**src/rtl/vga_timing_pkg.sv**
```systemverilog
// Shared 640x480 VGA timing constants and lock-state type, common to the
// timing generator and the sync receiver.
package vga_timing_pkg;

    localparam int VGA_H_TOTAL  = 800;
    localparam int VGA_V_TOTAL  = 525;
    localparam int VGA_H_START  = 144;
    localparam int VGA_V_START  = 35;
    localparam int VGA_H_ACTIVE = 640;
    localparam int VGA_V_ACTIVE = 480;

    localparam int VGA_CNT_W = 11;

    typedef enum logic [1:0] {
        SEARCH,
        VERIFY,
        LOCKED
    } lock_state_t;

endpackage

```
**src/rtl/vga_sync_sampler.sv**
```systemverilog
// Input capture for the VGA receiver: samples sync/RGB on pix_en, keeps the
// previous sync sample and produces registered rise flags one clk later.
module vga_sync_sampler (
    input  logic        clk,
    input  logic        rst,
    input  logic        pix_en,
    input  logic        hsync,
    input  logic        vsync,
    input  logic [3:0]  red,
    input  logic [3:0]  green,
    input  logic [3:0]  blue,
    output logic        sample,
    output logic        h_rise,
    output logic        v_rise,
    output logic [11:0] rgb
);

    logic [1:0]  sync_in;
    logic [1:0]  rise;
    logic        strobe_reg;
    logic        sample_reg;
    logic [11:0] rgb_cap_reg;
    logic [11:0] rgb_reg;

    assign sync_in = {vsync, hsync};

    genvar gi;
    generate
        for (gi = 0; gi < 2; gi++) begin : g_sync
            logic cur_reg;
            logic prev_reg;
            logic rise_reg;

            // Both history bits reset high so a sync already asserted at
            // reset release is not mistaken for an edge.
            always_ff @(posedge clk or posedge rst) begin
                if (rst) begin
                    cur_reg  <= 1'b1;
                    prev_reg <= 1'b1;
                    rise_reg <= 1'b0;
                end else begin
                    if (pix_en) begin
                        cur_reg  <= sync_in[gi];
                        prev_reg <= cur_reg;
                    end
                    rise_reg <= strobe_reg & cur_reg & ~prev_reg;
                end
            end

            assign rise[gi] = rise_reg;
        end
    endgenerate

    always_ff @(posedge clk or posedge rst) begin
        if (rst) begin
            strobe_reg  <= 1'b0;
            sample_reg  <= 1'b0;
            rgb_cap_reg <= '0;
            rgb_reg     <= '0;
        end else begin
            strobe_reg <= pix_en;
            sample_reg <= strobe_reg;
            if (pix_en) begin
                rgb_cap_reg <= {red, green, blue};
            end
            if (strobe_reg) begin
                rgb_reg <= rgb_cap_reg;
            end
        end
    end

    assign sample = sample_reg;
    assign h_rise = rise[0];
    assign v_rise = rise[1];
    assign rgb    = rgb_reg;

endmodule

```
**src/rtl/vga_sync_receiver.sv**
```systemverilog
// VGA receiver: rebuilds h/v counters from sync edges, checks line and frame
// lengths, locks after clean frames and emits active-window pixels.
module vga_sync_receiver
    import vga_timing_pkg::*;
#(
    parameter int H_TOTAL     = VGA_H_TOTAL,
    parameter int V_TOTAL     = VGA_V_TOTAL,
    parameter int H_START     = VGA_H_START,
    parameter int H_ACTIVE    = VGA_H_ACTIVE,
    parameter int V_START     = VGA_V_START,
    parameter int V_ACTIVE    = VGA_V_ACTIVE,
    parameter int LOCK_FRAMES = 2
) (
    input  logic        clk,
    input  logic        rst,
    input  logic        pix_en,
    input  logic        hsync_in,
    input  logic        vsync_in,
    input  logic [3:0]  red_in,
    input  logic [3:0]  green_in,
    input  logic [3:0]  blue_in,
    output logic        pix_valid,
    output logic [9:0]  pix_x,
    output logic [9:0]  pix_y,
    output logic [11:0] pix_rgb,
    output logic        frame_start,
    output logic        locked,
    output logic        timing_err
);

    localparam logic [VGA_CNT_W-1:0] CNT_MAX   = '1;
    localparam logic [VGA_CNT_W-1:0] CNT_ONE   = VGA_CNT_W'(1);
    localparam logic [VGA_CNT_W-1:0] H_TOTAL_C = VGA_CNT_W'(H_TOTAL);
    localparam logic [VGA_CNT_W-1:0] V_TOTAL_C = VGA_CNT_W'(V_TOTAL);
    localparam logic [VGA_CNT_W-1:0] H_START_C = VGA_CNT_W'(H_START);
    localparam logic [VGA_CNT_W-1:0] H_END_C   = VGA_CNT_W'(H_START + H_ACTIVE);
    localparam logic [VGA_CNT_W-1:0] V_START_C = VGA_CNT_W'(V_START);
    localparam logic [VGA_CNT_W-1:0] V_END_C   = VGA_CNT_W'(V_START + V_ACTIVE);
    localparam logic [3:0]           LOCK_C    = 4'(LOCK_FRAMES);

    logic                 sample;
    logic                 h_rise;
    logic                 v_rise;
    logic [11:0]          sample_rgb;

    logic [VGA_CNT_W-1:0] hcnt_reg, hcnt_next;
    logic [VGA_CNT_W-1:0] vcnt_reg, vcnt_next;
    logic                 vs_pend_reg, vs_pend_next;
    lock_state_t          state_reg, state_next;
    logic [3:0]           good_reg, good_next;
    logic                 frame_bad_reg, frame_bad_next;

    logic                 boundary;
    logic                 line_err;
    logic                 frame_err;
    logic                 err_any;
    logic                 active;
    logic [VGA_CNT_W-1:0] x_full;
    logic [VGA_CNT_W-1:0] y_full;

    vga_sync_sampler u_sampler (
        .clk    (clk),
        .rst    (rst),
        .pix_en (pix_en),
        .hsync  (hsync_in),
        .vsync  (vsync_in),
        .red    (red_in),
        .green  (green_in),
        .blue   (blue_in),
        .sample (sample),
        .h_rise (h_rise),
        .v_rise (v_rise),
        .rgb    (sample_rgb)
    );

    // Counters and length checks for the sample currently presented.
    always_comb begin
        hcnt_next    = hcnt_reg;
        vcnt_next    = vcnt_reg;
        vs_pend_next = vs_pend_reg;
        boundary     = 1'b0;
        line_err     = 1'b0;
        frame_err    = 1'b0;
        if (sample) begin
            if (h_rise) begin
                hcnt_next = '0;
                line_err  = (hcnt_reg + CNT_ONE) != H_TOTAL_C;
            end else if (hcnt_reg != CNT_MAX) begin
                hcnt_next = hcnt_reg + CNT_ONE;
                line_err  = (hcnt_reg == CNT_MAX - CNT_ONE);
            end

            // A pending vsync is applied on the next hsync rise, which may be
            // the one arriving together with it.
            if (h_rise && (vs_pend_reg || v_rise)) begin
                boundary     = 1'b1;
                frame_err    = (vcnt_reg + CNT_ONE) != V_TOTAL_C;
                vcnt_next    = '0;
                vs_pend_next = 1'b0;
            end else begin
                if (v_rise) begin
                    vs_pend_next = 1'b1;
                end
                if (h_rise && vcnt_reg != CNT_MAX) begin
                    vcnt_next = vcnt_reg + CNT_ONE;
                end
            end
        end
    end

    assign err_any = sample && (state_reg != SEARCH) && (line_err || frame_err);

    always_comb begin
        state_next     = state_reg;
        good_next      = good_reg;
        frame_bad_next = frame_bad_reg;
        if (sample) begin
            unique case (state_reg)
                SEARCH: begin
                    if (boundary) begin
                        state_next     = VERIFY;
                        good_next      = '0;
                        frame_bad_next = 1'b0;
                    end
                end
                VERIFY: begin
                    if (boundary) begin
                        frame_bad_next = 1'b0;
                        if (frame_bad_reg || line_err || frame_err) begin
                            good_next = '0;
                        end else begin
                            good_next = good_reg + 4'd1;
                        end
                        if (good_next == LOCK_C) begin
                            state_next = LOCKED;
                        end
                    end else if (line_err) begin
                        frame_bad_next = 1'b1;
                    end
                end
                LOCKED: begin
                    if (line_err || frame_err) begin
                        state_next = SEARCH;
                    end
                end
                default: state_next = SEARCH;
            endcase
        end
    end

    always_ff @(posedge clk or posedge rst) begin
        if (rst) begin
            hcnt_reg      <= '0;
            vcnt_reg      <= '0;
            vs_pend_reg   <= 1'b0;
            state_reg     <= SEARCH;
            good_reg      <= '0;
            frame_bad_reg <= 1'b0;
        end else begin
            hcnt_reg      <= hcnt_next;
            vcnt_reg      <= vcnt_next;
            vs_pend_reg   <= vs_pend_next;
            state_reg     <= state_next;
            good_reg      <= good_next;
            frame_bad_reg <= frame_bad_next;
        end
    end

    // Window test uses the post-update state so a pixel in an erroring sample
    // is already suppressed.
    assign active = (state_next == LOCKED)
                 && (hcnt_next >= H_START_C) && (hcnt_next < H_END_C)
                 && (vcnt_next >= V_START_C) && (vcnt_next < V_END_C);
    assign x_full = hcnt_next - H_START_C;
    assign y_full = vcnt_next - V_START_C;

    always_ff @(posedge clk or posedge rst) begin
        if (rst) begin
            pix_valid   <= 1'b0;
            pix_x       <= '0;
            pix_y       <= '0;
            pix_rgb     <= '0;
            frame_start <= 1'b0;
            timing_err  <= 1'b0;
        end else begin
            pix_valid   <= sample && active;
            frame_start <= boundary;
            timing_err  <= err_any;
            if (sample && active) begin
                pix_x   <= x_full[9:0];
                pix_y   <= y_full[9:0];
                pix_rgb <= sample_rgb;
            end
        end
    end

    assign locked = (state_reg == LOCKED);

endmodule

```
**config.mk**
```make
export PLATFORM = sky130hd
export DESIGN_NAME = vga_sync_receiver
export DESIGN_NICKNAME = d
export VERILOG_FILES = /design/src/rtl/vga_timing_pkg.sv /design/src/rtl/vga_sync_sampler.sv /design/src/rtl/vga_sync_receiver.sv
export SDC_FILE = /design/constraint.sdc
export NUM_CORES = 1
export LEC_CHECK = 0
export CAP_MARGIN = 40
export CORE_ASPECT_RATIO = 1.75
export CORE_MARGIN = 8
export CORE_UTILIZATION = 45
export CTS_CLUSTER_SIZE = 24
export DETAILED_ROUTE_END_ITERATION = 8
export GPL_ROUTABILITY_DRIVEN = 1
export HOLD_SLACK_MARGIN = 0.12
export PLACE_DENSITY = 0.72
export SKIP_LAST_GASP = 1
export SLEW_MARGIN = 20
export SYNTH_ARGS = -nofsm -noshare
export SYNTH_HDL_FRONTEND = slang
export SYNTH_SLANG_ARGS = --single-unit
```
**constraint.sdc**
```tcl
create_clock -name clk -period 3.73 [get_ports clk]
set_input_delay 0.746 -clock clk [delete_from_list [all_inputs] [get_ports clk]]
set_output_delay 0.746 -clock clk [all_outputs]
set_load 0.1 [all_outputs]
```
==> metrics.md, run 1 <==
| Metric | Value |
|---|---|
| Syn_area_per_cell | 11.2 sq um |
| Yosys top cell area share | 46.9% |
| CTS tree | built |
| CTS Buf Count | 9 |
| Clock root buffer master | clkbuf_16 |
| Post-synthesis xor/xnor area fraction | 4.06% |
| Worst setup SP type | flip-flop |
| Routed wire per std cell | 17.7 um |
| Post-route antenna net violation count | 0 |
| Top cell type by total area after synthesis | dfrtp_1 |
| Status | finished clean |
| Register area share after synthesis | 49.0% |
| # rows | slightly above 50 |
| Final core occ | 60.2% |
| Slowest Stage Delay on Critical Path | between 0.4 and 0.5 ns |
| Ranking of synthesized cells by area | dfrtp_1 (47%), mux2_2 (7.0%), mux2_1 (6.1%) |
| Mapped Area | about 5000 sq um |
| Worst Tran Pin Value | 0.646 ns |
| First-pass GRT wire length | 19800 um |
| Deepest clock path buffer count | 2 |
| Mux cell area share after synthesis | approximately 14% |
| Hold buffer count at CTS | 0 |
| Overall power | 2.79 mW |
| Area of the multi-input gates | 2340 sq um |
| Syn Nets | about 470 |
| Max VDD drop | 0.000373 V |
| Via count of the first global-routing pass | around 4100 |
| Max-cap violations | 0 |
| GRT overflow | 0 |
| Unrepaired setup endpoints after global routing | false |
| Synth Area in Simple Gates | 15.7% |
| Cell area power density | 423 nW/um^2 |
| Share of layout cells above drive strength 1 | between 20% and 30% |
| Seq cells post-synth | 97 |
| Drt first-iter violations | 264 |
| CP dominant cell by count | nor4_4 |
| R2r startpoint | hcnt_reg[0]$_DFF_PP0_ |
| Port bufs | 52 |
| Setup ws final | 0.200 ns |
| Vias per cell | between 5 and 6 |
| Clk_lat worst skew | 0.35 ns |
| Largest net degree at the start of global routing | 67 |
| Top cells by count, synth | dfrtp_1 (93), mux2_2 (31), nand2_1 (30) |
| Post-synth cell types | 65 |
| DP HPWL | 8790 um |
| Cell Area, Placed | 6270 sq um |
| DRC viols | 0 |
| Antenna violations before repair | 0 |
| Compound-gate portion of the synthesized area | a little under an eighth |
| Crit path capture type | flip-flop |
| Mapped Cells | 444 |
| Worst Path Arrival | ~3.8 ns |
| Crit Path Class | flip-flop to flip-flop |
| Post-Synth Adder-Cell Area | 2.02% |
| Count of TritonRoute iterations in the first routing pass | 4 |
| Slowest-stage cell, CP | dfrtp_1 |
| Filler Cell Count | approximately 860 |
| Tot GR Track Use | between 10% and 20% |
| Leakage | 2.92 nW |
| Worst Setup EP | pix_rgb[8]$_DFFE_PP0P_ |
| Fin area | about 6600 sq um |
| Reg2reg end | pix_rgb[8]$_DFFE_PP0P_ |
| Slew margin rel. | 56.9% |
| Synth async-reset ratio | 100% |
| N_diodes | 0 |
| Tmin final | around 3.5 ns |
| WP data required | 3.96 ns |
| Die span in y | 155 um |
| Final setup fails | 0 |
| Total number of vias | approximately 3900 |
| Type of the worst min-delay path | flip-flop to flip-flop |
| Post-route clock period utilization | 94.6% |
| Register area | 2430 sq um |
| CP startpoint | hcnt_reg[0]$_DFF_PP0_ |
| Initial Utilization | a little under half |
| Area delta synth->final | 33.1% |
| Die area | around 15000 sq um |
| Hold violation total from the final report | 0 |
| Routability congestion estimate | 0.923 |
| DIE WIDTH | 95.4 um |
| F_max | 283 MHz |
| Most frequent cell after synthesis | dfrtp_1 |
| CP max FO | 18 |
| Worst reg-to-reg path cell count | 11 |
| Final Skew | 0.00660 ns |
| CTS H-tree depth | 3 |
| Core area | 11000 sq um |
| Worst-path cell chain | ha_1 -> nand3_1 -> or3_1 -> a221o_1 -> nor4_4 -> o22ai_2 -> a211o_1 -> nor4_4 -> buf_4 -> buf_12 -> mux2_1 |
| Ys flop type | dfrtp_1 |
| Synth warn | 0 |
| Largest family of logic cells by synthesized area | simple AND/OR/NAND/NOR gates |
| Post-synth EDFFs | 0 |
| Final count of pins violating max slew | 0 |
| Clock sinks | between 90 and 100 |
| NumNets Final | 565 |
| Boundary Pins | 53 |
| Post-place setup slack | approximately 0.2 ns |
| Clock-pin slew on the worst setup and hold paths | 0.08 ns |
| Setup_tns | 0 ns |
| R2R setup slack | 0.20 ns |
| Final wirelength | approximately 12000 um |
through the flow:
stage / cells / hold slack (ns)
floorplan: 444 / 0.459
detailed placement: 659 / 0.476
finish: 677 / 0.491
global placement: 624 / 0.467
global route: 677 / 0.509
CTS: 675 / 0.496
how the worst min path moves through the flow:
stage / startpoint / slack (ns) / endpoint / depth (start not counted)
floorplan: u_sampler.strobe_reg$_DFF_PP0_ / 0.46 / u_sampler.sample$_DFF_PP0_ / 0
global placement: u_sampler.rgb[10]$_DFFE_PP0P_ / 0.47 / pix_rgb[10]$_DFFE_PP0P_ / 1
detailed placement: u_sampler.g_sync[0].prev_reg$_DFFE_PP1P_ / 0.48 / u_sampler.h_rise$_DFF_PP0_ / 1
CTS: u_sampler.g_sync[0].prev_reg$_DFFE_PP1P_ / 0.50 / u_sampler.h_rise$_DFF_PP0_ / 1
global route: u_sampler.rgb[10]$_DFFE_PP0P_ / 0.51 / pix_rgb[10]$_DFFE_PP0P_ / 1
finish: pix_rgb[11]$_DFFE_PP0P_ / 0.49 / pix_rgb[11]$_DFFE_PP0P_ / 1
critical path: cells and delay by family (launching register included):
family,cells,cell delay [ns]
adder cells (fa/ha/maj),1,0.30
flip-flops,1,0.47
AO/OA/AOI/OAI,3,0.93
multiplexers,1,0.34
AND/OR/NAND/NOR,4,1.02
buffers and inverters,2,0.34
cell families (layout without fill, tap and decap cells):
logic type / after synthesis / after routing
simple gates: 133 / 133
mux: 61 / 61
fa+ha+maj: 8 / 8
flops: 97 / 97
buf+inv: 41 / 142
compound gates: 81 / 81
xor+xnor: 23 / 23
timing repair:
item / 4_1_cts / 5_1_grt
buffers inserted: 0 / 1
setup endpoints to repair: 0 / 30
hold endpoints to repair: 0 / 0
resized for setup: 0 / 1
where the power goes:
part | internal (mW) | total [mW] | switching (mW)
Sequential | 1.15 | 1.29 | 0.131
Combinational | 0.241 | 0.550 | 0.309
Clock | 0.485 | 0.959 | 0.474
Total | 1.88 | 2.79 | 0.914
placed cells by master (no fill, tap or decap), types with 7 or more instances in the layout:
cell and count:
dfrtp_1 92, nand4_1 8, nand3_1 14, buf_8 34
nor2_1 17, clkdlybuf4s50_1 51, nor3_1 7, xor2_1 16
o21ai_0 14, clkbuf_16 9, mux2_2 31, ha_1 8
mux2_1 27, buf_4 20, inv_1 14, a21oi_1 15
xnor2_1 7, or3_1 7, nand2_1 30
layout make-up:
class / count / share of cell area (%)
clock buffer: 9 / 3.41
inverter: 16 / 0.928
sequential: 97 / 36.8
clock inverter: 7 / 1.42
multi-input combinational: 306 / 35.5
timing repair buffer: 110 / 19.5
tap: 132 / 2.50
metal layers:
layer | GRT usage, % | up-vias | part of all wire (%)
met4 | 7.96 | 0 | 2.9
met5 | 0 | - | 0
met2 | 30.2 | 97 | 56
met1 | 18.4 | 1921 | 38
met3 | 3.09 | 29 | 3.7
li1 | - | 1819 | -
Note: power is estimated with default switching activity, not from simulation.
==> run 2: changes to the inputs <==
--- a/config.mk
+++ b/config.mk
@@ -7,2 +7,3 @@
 export LEC_CHECK = 0
+export ABC_AREA = 1
 export CAP_MARGIN = 40
@@ -17,3 +18,3 @@
 export SKIP_LAST_GASP = 1
-export SLEW_MARGIN = 20
+export SLEW_MARGIN = 0
 export SYNTH_ARGS = -nofsm -noshare
==> constraint.sdc (replaced) <==
create_clock -name clk -period 3.73 [get_ports clk]
set_input_delay 0.9325 -clock clk [delete_from_list [all_inputs] [get_ports clk]]
set_output_delay 0.9325 -clock clk [all_outputs]
set_load 0.1 [all_outputs]
==> run 2 against run 1 <==
Net effect:
- global-route usage grew 0.23 points
- final cell count grew 32%
- final area grew 1.2%
- largest power group unchanged
- register-to-register slack gained 0.46 ns
- combinational power grew 18%
- critical path type unchanged
- count of clock-buffer cells in the layout is the same
- worst hold slack lost 0.11 ns
==> metrics.md, run 2 <==
| Metric | Value |
|---|---|
| Synth async-reset ratio | 100% |
| Met3 GRT Util | 2.97% |
| Final count of pins violating max slew | 0 |
| Crit Path Class | flip-flop to flip-flop |
| Clock sinks | between 90 and 100 |
| Post-route antenna net violation count | 0 |
| Share of layout cells above drive strength 1 | between 10% and 20% |
| Hold Path Sink | u_sampler.sample$_DFF_PP0_ |
| Total number of vias | about 4700 |
| Routability congestion estimate | about 0.9 |
| Post-route clock period utilization | just over 80% |
| Initial Utilization | 45.6% |
| Max-cap violations | 0 |
| Ys flop type | dfrtp_1 |
| Top cells by count, synth | nand2_1 (218), dfrtp_1 (93), inv_1 (77) |
| Clock-pin slew on the worst setup and hold paths | ~0.070 ns |
| Largest net degree at the start of global routing | 44 |
| Hold buffer count at CTS | 0 |
| Syn Nets | 699 |
| CTS Buf Count | 9 |
| F_max | between 300 and 400 MHz |
| Drt first-iter violations | 224 |
| Reg2reg end | pix_rgb[1]$_DFFE_PP0P_ |
| Met1 Use GR | a little under a fifth |
| Final Skew | 0.00618 ns |
| Tot GR Track Use | 17.1% |
| Most frequent cells in the layout | nand2_1 (218), dfrtp_1 (93), inv_1 (76), clkdlybuf4s50_1 (51), nor2_1 (48) |
| Register area share after synthesis | a little under half |
| Status | finished clean |
| Post-cts resize count | 0 |
| Worst reg-to-reg path cell count | 15 |
| Mapped Area | 5200 sq um |
| Count of TritonRoute iterations in the first routing pass | 5 |
| Deepest clock path buffer count | 2 |
| Ranking of synthesized cells by area | dfrtp_1 (45%), nand2_1 (16%), inv_1 (5.6%) |
| Synth Area in Simple Gates | 33.1% |
| Post-synth cell types | 33 |
| Clock root buffer master | clkbuf_16 |
| Clk_lat worst skew | 0.34 ns |
| Post-CTS Setup Bufs | 0 |
| Seq cells post-synth | 97 |
| Slew margin rel. | around half |
| GRT overflow | 0 |
| Most common cell after layout, fill and taps aside | nand2_1 |
| # rows | 52 |
| Top cell type by total area after synthesis | dfrtp_1 |
| Via count of the first global-routing pass | 4922 |
| Most frequent cell after synthesis | nand2_1 |
| Final wirelength | 12900 um |
| Post-synthesis xor/xnor area fraction | 2.53% |
| Worst Tran Pin Value | roughly 0.74 ns |
| Type of the worst min-delay path | flip-flop to flip-flop |
| Cell area power density | 432 nW/um^2 |
| Worst Path Arrival | about 3.3 ns |
| CP max FO | 33 |
| Register area | approximately 2400 sq um |
| Die area | 15400 sq um |
| Antenna violations before repair | 0 |
| Crit path capture type | flip-flop |
| Syn_area_per_cell | approximately 7.7 sq um |
| Vias per cell | between 5 and 6 |
| Worst hold start | u_sampler.strobe_reg$_DFF_PP0_ |
| Post-Synth Adder-Cell Area | 1.93% |
| Leakage | 3.37 nW |
| Mapped Cells | 674 |
| Largest family of logic cells by synthesized area | simple AND/OR/NAND/NOR gates |
| CTS tree | built |
| GR peak layer | met2 |
| Area delta synth->final | 28.7% |
| Die span in y | 158 um |
| R2R setup slack | 0.66 ns |
| Unrepaired setup endpoints after global routing | false |
| Final setup fails | 0 |
| N_diodes | 0 |
| Hold Path Cell Cnt | 0 |
| Routed wire per std cell | 14.4 um |
| Overall power | 2.89 mW |
| Area of the multi-input gates | roughly 2300 sq um |
| GR Util met2 | 31.1% |
| DRC viols | 0 |
| Filler Cell Count | 918 |
| Compound-gate portion of the synthesized area | under 10% |
| DIE WIDTH | 97.2 um |
| Boundary Pins | between 50 and 60 |
| WP data required | slightly below 4 ns |
| Tmin final | 3.07 ns |
| Mux cell area share after synthesis | 0% |
| Yosys top cell area share | approximately 45% |
| First-pass GRT wire length | 22100 um |
| Core area | 11400 sq um |
| DP HPWL | 9700 um |
| CTS H-tree depth | 3 |
| Post-synth EDFFs | 0 |
| R2r startpoint | vcnt_reg[1]$_DFF_PP0_ |
| Final hold slack | roughly 0.38 ns |
| Worst setup SP type | flip-flop |
| Synth warn | 0 |
| Max VDD drop | approximately 0.0004 V |
| Port bufs | 52 |
| Setup_tns | 0 ns |
| Hold violation total from the final report | 0 |
| NumNets Final | 782 |
run 2: layer usage:
metal / part of all wire [%] / wire [um]
met1: 40 / 5190
met2: 53 / 6810
met3: 4.1 / 527
met4: 3.2 / 418
met5: 0 / 0
run 2: cell families after synthesis:
logic type | Yosys count
adder cells (fa/ha/maj) | 8
flip-flops | 97
XOR/XNOR | 15
AO/OA/AOI/OAI | 68
AND/OR/NAND/NOR | 383
buffers and inverters | 103
run 2: power by group:
group | leakage (nW) | internal, mW | switching [mW]
Combinational | 1.95 | 0.223 | 0.427
Clock | 0.152 | 0.588 | 0.403
Sequential | 1.27 | 1.15 | 0.0977
Total | 3.37 | 1.96 | 0.928
run 2: how the worst max path moves through the flow:
stage / endpoint / cells after the start / slack [ns] / from
floorplan: frame_bad_reg$_DFFE_PP0P_ / 1 / 0.27 / rst
CTS: pix_rgb[5]$_DFFE_PP0P_ / 16 / 0.66 / hcnt_reg[1]$_DFF_PP0_
detailed placement: pix_rgb[5]$_DFFE_PP0P_ / 16 / 0.67 / hcnt_reg[1]$_DFF_PP0_
finish: pix_rgb[1]$_DFFE_PP0P_ / 15 / 0.66 / vcnt_reg[1]$_DFF_PP0_
global placement: pix_rgb[3]$_DFFE_PP0P_ / 15 / 0.80 / vcnt_reg[0]$_DFF_PP0_
global route: pix_rgb[5]$_DFFE_PP0P_ / 16 / 0.31 / hcnt_reg[0]$_DFF_PP0_
run 2: area by class of cell:
| cell class | count | share of cell area (%) |
|---|---|---|
| Sequential cell | 97 | 36.4 |
| Multi-Input combinational cell | 474 | 34.8 |
| Timing Repair Buffer | 96 | 17.1 |
| Inverter | 79 | 4.45 |
| Clock buffer | 9 | 3.37 |
| Tap cell | 135 | 2.53 |
| Clock inverter | 6 | 1.35 |
run 2: metrics by stage:
step | worst slack (ns) | cell area [sq um] | cells | utilization (%)
after floorplan | 0.270 | 5200 | 674 | -
after global placement | 0.803 | 5820 | 845 | 51.1
after detailed placement | 0.674 | 6370 | 881 | 56.0
after CTS | 0.660 | 6690 | 896 | 58.7
after global routing | 0.315 | 6690 | 896 | 58.7
final | 0.663 | 6690 | 896 | 58.7
run 2: critical path: stages, from the launching register on:
cell,delay [ns]
dfrtp_1,0.39
ha_1,0.25
nand2_2,0.11
nor2_4,0.18
nand3_2,0.12
nor2_1,0.18
nor3_1,0.08
nor3_2,0.33
ha_1,0.27
nand3_1,0.09
o21ai_1,0.16
nor2_2,0.06
nor2_4,0.13
nand3_4,0.32
nand2_1,0.17
nand2_1,0.07
